`src/rtl/inv_subcells_serial_pkg.sv`:
```
// inv_subcells_serial_pkg: shared constants, FSM encoding and S-box helpers for QARMAv2 serial blocks
// Provides STATE_W/NIBBLE_W/NIBBLES, fsm_t {IDLE, RUN, DONE}, calc_n(lanes) and inv_sbox(nibble).
package inv_subcells_serial_pkg;
    localparam int STATE_W  = 128;
    localparam int NIBBLE_W = 4;
    localparam int NIBBLES  = 32;
    // QARMAv2 inverse S-box, entry i sits at bits [4i+3:4i]
    localparam logic [63:0] INV_SBOX = 64'h76B43F2C1590DEA8;
    typedef enum logic [1:0] {IDLE, RUN, DONE} fsm_t;
    function automatic int calc_n(input int lanes);
        return lanes > 0 ? NIBBLES / lanes : 1;
    endfunction
    function automatic logic [NIBBLE_W-1:0] inv_sbox(input logic [NIBBLE_W-1:0] x);
        return INV_SBOX[{x, 2'b00} +: NIBBLE_W];
    endfunction
endpackage

```
`src/rtl/inv_subcells_serial_lanes.sv`:
```
// inv_sbox_lanes: bank of LANES parallel QARMAv2 inverse S-boxes
// Ports: i_nib - LANES input nibbles, o_nib - LANES substituted nibbles (same positions).
module inv_sbox_lanes
    import inv_subcells_serial_pkg::*;
#(
    parameter int LANES = 4
) (
    input  logic [NIBBLE_W*LANES-1:0] i_nib,
    output logic [NIBBLE_W*LANES-1:0] o_nib
);
    for (genvar g = 0; g < LANES; g++) begin : g_lane
        assign o_nib[NIBBLE_W*g +: NIBBLE_W] = inv_sbox(i_nib[NIBBLE_W*g +: NIBBLE_W]);
    end
endmodule

```
`src/rtl/inv_subcells_serial.sv`:
```
// inv_subcells_serial: multi-cycle inverse SubCells over the 128-bit QARMAv2 state, LANES nibbles per cycle
// Ports: clk, rst_n (async, active-low); in_valid/in_ready/in_data accept a state;
// out_valid/out_ready/out_data return the result; busy is high while an operation is in RUN or DONE.
module inv_subcells_serial
    import inv_subcells_serial_pkg::*;
#(
    parameter int LANES = 4
) (
    input  logic               clk,
    input  logic               rst_n,
    input  logic               in_valid,
    output logic               in_ready,
    input  logic [STATE_W-1:0] in_data,
    output logic               out_valid,
    input  logic               out_ready,
    output logic [STATE_W-1:0] out_data,
    output logic               busy
);
    localparam int N  = calc_n(LANES);
    localparam int CW = N > 1 ? $clog2(N) : 1;
    localparam int LW = NIBBLE_W * LANES;

    if (LANES < 1 || LANES > NIBBLES || NIBBLES % LANES != 0) begin : g_bad_lanes
        $error("inv_subcells_serial: LANES must divide 32");
    end

    fsm_t               r_fsm;
    logic [STATE_W-1:0] r_state;
    logic [CW-1:0]      r_cnt;
    logic [LW-1:0]      w_sub;
    logic [STATE_W-1:0] w_next;
    logic               w_last;

    inv_sbox_lanes #(.LANES(LANES)) u_lanes (
        .i_nib(r_state[LW-1:0]),
        .o_nib(w_sub)
    );

    // Rotate right by one lane group; substituted nibbles re-enter at the top so
    // after N steps every nibble is back in its original position.
    if (LANES == NIBBLES) begin : g_full
        assign w_next = w_sub;
    end else begin : g_part
        assign w_next = {w_sub, r_state[STATE_W-1:LW]};
    end

    assign w_last    = r_cnt == CW'(N - 1);
    assign in_ready  = r_fsm == IDLE;
    assign out_valid = r_fsm == DONE;
    assign busy      = !in_ready;
    assign out_data  = r_state;

    always_ff @(posedge clk or negedge rst_n) begin
        if (!rst_n) begin
            r_fsm   <= IDLE;
            r_state <= '0;
            r_cnt   <= '0;
        end else begin
            case (r_fsm)
                IDLE: if (in_valid) begin
                    r_state <= in_data;
                    r_cnt   <= '0;
                    r_fsm   <= RUN;
                end
                RUN: begin
                    r_state <= w_next;
                    r_cnt   <= w_last ? '0 : r_cnt + 1'b1;
                    if (w_last) r_fsm <= DONE;
                end
                DONE: if (out_ready) r_fsm <= IDLE;
                default: r_fsm <= IDLE;
            endcase
        end
    end
endmodule

```
`config.mk`:
```
export PLATFORM = sky130hd
export DESIGN_NAME = inv_subcells_serial
export DESIGN_NICKNAME = d
export VERILOG_FILES = /design/src/rtl/inv_subcells_serial_pkg.sv /design/src/rtl/inv_subcells_serial_lanes.sv /design/src/rtl/inv_subcells_serial.sv
export SDC_FILE = /design/constraint.sdc
export NUM_CORES = 1
export LEC_CHECK = 0
export CORE_ASPECT_RATIO = 0.8
export CORE_MARGIN = 2
export CORE_UTILIZATION = 40
export DETAILED_ROUTE_END_ITERATION = 8
export PLACE_DENSITY = 0.84
export SYNTH_ARGS = -nofsm -noshare
export SYNTH_HDL_FRONTEND = slang
export SYNTH_SLANG_ARGS = --single-unit
export TNS_END_PERCENT = 50
```
`constraint.sdc`:
```
create_clock -name clk -period 2.3 [get_ports clk]
set_input_delay 0.46 -clock clk [delete_from_list [all_inputs] [get_ports clk]]
set_output_delay 0.46 -clock clk [all_outputs]
set_load 0.02 [all_outputs]
```
==> impl_metrics.toml <==
[status]
outcome = "finished, violations left"
violations = "hold timing"

[timing]
min_period_ns = 2.23
slew_viol_final = 0
hold_ws_ns = -0.00464
rsz0062_at_grt = "false"
finalHoldViolCount = 4
fmax_mhz = 449
worst_clock_skew_ns = 0.00912
setup_viol = 0
tightest_slew_ns = 0.846
fin_setup_tns_ns = 0
slew_headroom_pct = 43.6
fin_crit_sh_pct = 96.9

[clock_tree]
post_cts_buffers = 0
cts_max_level = 4
root_buffer = "clkbuf_16"
tritoncts_num_sinks = 133
path_clk_slew_ns = 0.06
clk_latency_ns = 0.41
cts_tree = "yes"
clk_path_buf_depth = 2
cts_buffers = 17

[global_route]
antenna_found_initial = 0
grt_pass1_wl_um = 40700
grt_pass1_vias = 6991
gr-usage-all-layers_pct = 26.8
grt_overflow = 0
grt_max_degree = 78

[floorplan]
die_h_um = 126
start_util_pct = 40.9
fp.dieW_um = 156
coreArea_um2 = 18200
rows = 44
io_pins = 263
die_area_um2 = 19700

[run]
max_cap_violations = 0

[critical_path]
critPathLaunchType = "flop"
slowest_stage = "clkdlybuf4s50_1"
crit_required_ns = 1.84
cpPeakStageDelay_ns = 0.54
worstSetupPathType = "flop to output port"
worst-path-buf-inv = 1
cp_top_family = "buffers and inverters"
crit_path_end_kind = "output port"
critPathArrivalTime_ns = 1.77
path_cells = "or2_2, clkdlybuf4s50_1"
crit_fanout = 7

[logic_synthesis]
synth-compound-area-share_pct = 30.3
syn_area_um2 = 7430
ys_ff_latch = 133
yosys.area.top_type = "dfrtp_1"
yosysSeqAreaShare_pct = 44.8
ys_warn_count = 0
synth_fa_ha_area_share_pct = 4.04
yosys-mux-area-fraction_pct = 2.26
synth_fp_nets = 942
avgSynthCellArea_um2 = 9.46
synth_top_family_by_area = "compound AO/OA/AOI/OAI gates"
synthXorXnorAreaFrac_pct = 0
synth.area.top_cells = "dfrtp_1, a22oi_1, nor2b_1"
yosys.area.top_type_share_pct = 44.8
yosys.cell_types.count = 39
syn_inst = 786
synth_simple_gate_area_share_pct = 13.1

[power_and_ir_drop]
worst_ir_drop_vdd_mv = 0.855
seq_power_share_pct = 32.4
pwr-share-comb_pct = 51.2
swShare_pct = 43.9
p_clk_share_pct = 16.4
switchingPower_uw = 6900
p_int_uw = 8820
p_per_area_nw_per_um2 = 1460
p_leak_uw = 0.00434

[drt]
vias = 7345
postRouteWirelength_um = 26900
first_iter_violations = 734
wire_per_inst_um = 21.4
drc = 0
ant_nets = 0
drtPass1Iterations = 5
drt-vias-per-instance = 5.84

[finish]
fillCellCount = 1565
mostFrequentLayoutCell = "clkdlybuf4s50_1"
final_util_pct = 59.4
finish.instance_area_um2 = 10800
drive_gt1_share_pct = 6.52
seq_area_um2 = 3340
multi_input_area_um2 = 3700
stdcell_count = 1258
nNetsFinal = 1171
insertedDiodeCount = 0
areaGrowthSynthToFinish_pct = 45.1
final_cell_mix = "clkdlybuf4s50_1, dfrtp_1, a21oi_1"

[placed_design]
placedCellCount = 1226
placed_area_um2 = 10200
dpl.hpwl_um = 18900
port_buffers = 262
place.gp.congestion = 0.868

[hold_path]
hold_path_class = "input pin to async pin"
[state kept, by name (all words and copies together), names as in the netlist]
name,cells
out_data,128
r_fsm,2
r_cnt,3
[power groups by stage]
stage          combinational, uW  clock [uW]  sequential [uW]
2_1_floorplan               3590           0             5630
3_3_place_gp                7830           0             5060
3_5_place_dp                8010           0             5070
4_1_cts                     8040        2610             5070
5_1_grt                     8650        2730             5230
6_report                    8050        2580             5100
[per-layer routing]
layer | routed length [um] | global-route usage [%]
met1 | 11800 | 38.3
met2 | 12100 | 39.6
met3 | 2400 | 6.99
met4 | 576 | 8.90
met5 | 0 | 0
[metrics by stage]
| stage | power [uW] | hold WS (ns) | worst slack [ns] |
|---|---|---|---|
| 6_report | 15700 | -0.00464 | 0.0715 |
| 5_1_grt | 16600 | 0.0202 | 0.0156 |
| 4_1_cts | 15700 | 0.00768 | 0.0525 |
| 3_5_place_dp | 13100 | 0.451 | 0.395 |
| 3_3_place_gp | 12900 | 0.450 | 0.389 |
| 2_1_floorplan | 9210 | 0.164 | 0.519 |
[cells in the mapped netlist, drive strengths merged]
| cell type | count |
|---|---|
| a2bb2oi | 7 |
| nand3 | 1 |
| buf | 42 |
| o21bai | 1 |
| nand2b | 12 |
| a32oi | 1 |
| a31oi | 5 |
| nand3b | 4 |
| nor4bb | 4 |
| nor2b | 110 |
| o22a | 1 |
| o211ai | 1 |
| dfrtp | 133 |
| a21oi | 119 |
| o21ba | 2 |
| and2 | 1 |
| nor2 | 10 |
| clkbuf | 30 |
| or3b | 1 |
| inv | 17 |
| or2 | 2 |
| mux4 | 7 |
| a211oi | 1 |
| o21ai | 120 |
| ha | 24 |
| mux2i | 1 |
| a22oi | 111 |
| and2b | 1 |
| and3b | 1 |
| o22ai | 1 |
| nor3b | 4 |
| nor3 | 1 |
| a221o | 4 |
| a22o | 3 |
| or4b | 1 |
| nand2 | 2 |
[path summary, 6_finish.rpt]
path	from	end	slack, ns	cells past startpoint
setup reg to reg	r_fsm[0]	out_data[123]	0.37	4
hold reg to reg	r_cnt[2]	r_cnt[2]	0.52	1
min in group clk	r_cnt[2]	r_cnt[2]	0.52	1
max in group asynchronous	rst_n	out_data[32]	1.63	2
setup / recovery	r_fsm[0]	busy	0.07	2
hold / removal	rst_n	out_data[105]	-0.005	1
[cell families (layout without fill, tap and decap cells)]
kind of cell / Yosys count / count (layout)
compound gates: 377 / 377
fa+ha+maj: 24 / 24
buf+inv: 89 / 331
flops: 133 / 133
mux: 8 / 8
simple gates: 155 / 155
[what timing repair did]
action	4_1_cts	5_1_grt
hold buffers	0	0
endpoints found under the setup margin	1	0
gates resized for setup	1	0
[final cells by class]
type,count,area share [%]
flip-flops and latches,133,30.9
clock inverters,12,0.974
multi-input cells,564,34.3
clock buffers,20,4.14
inverters,17,0.591
repair buffers,282,26.4
well taps,230,2.67
(Power assumes the default switching activity.)
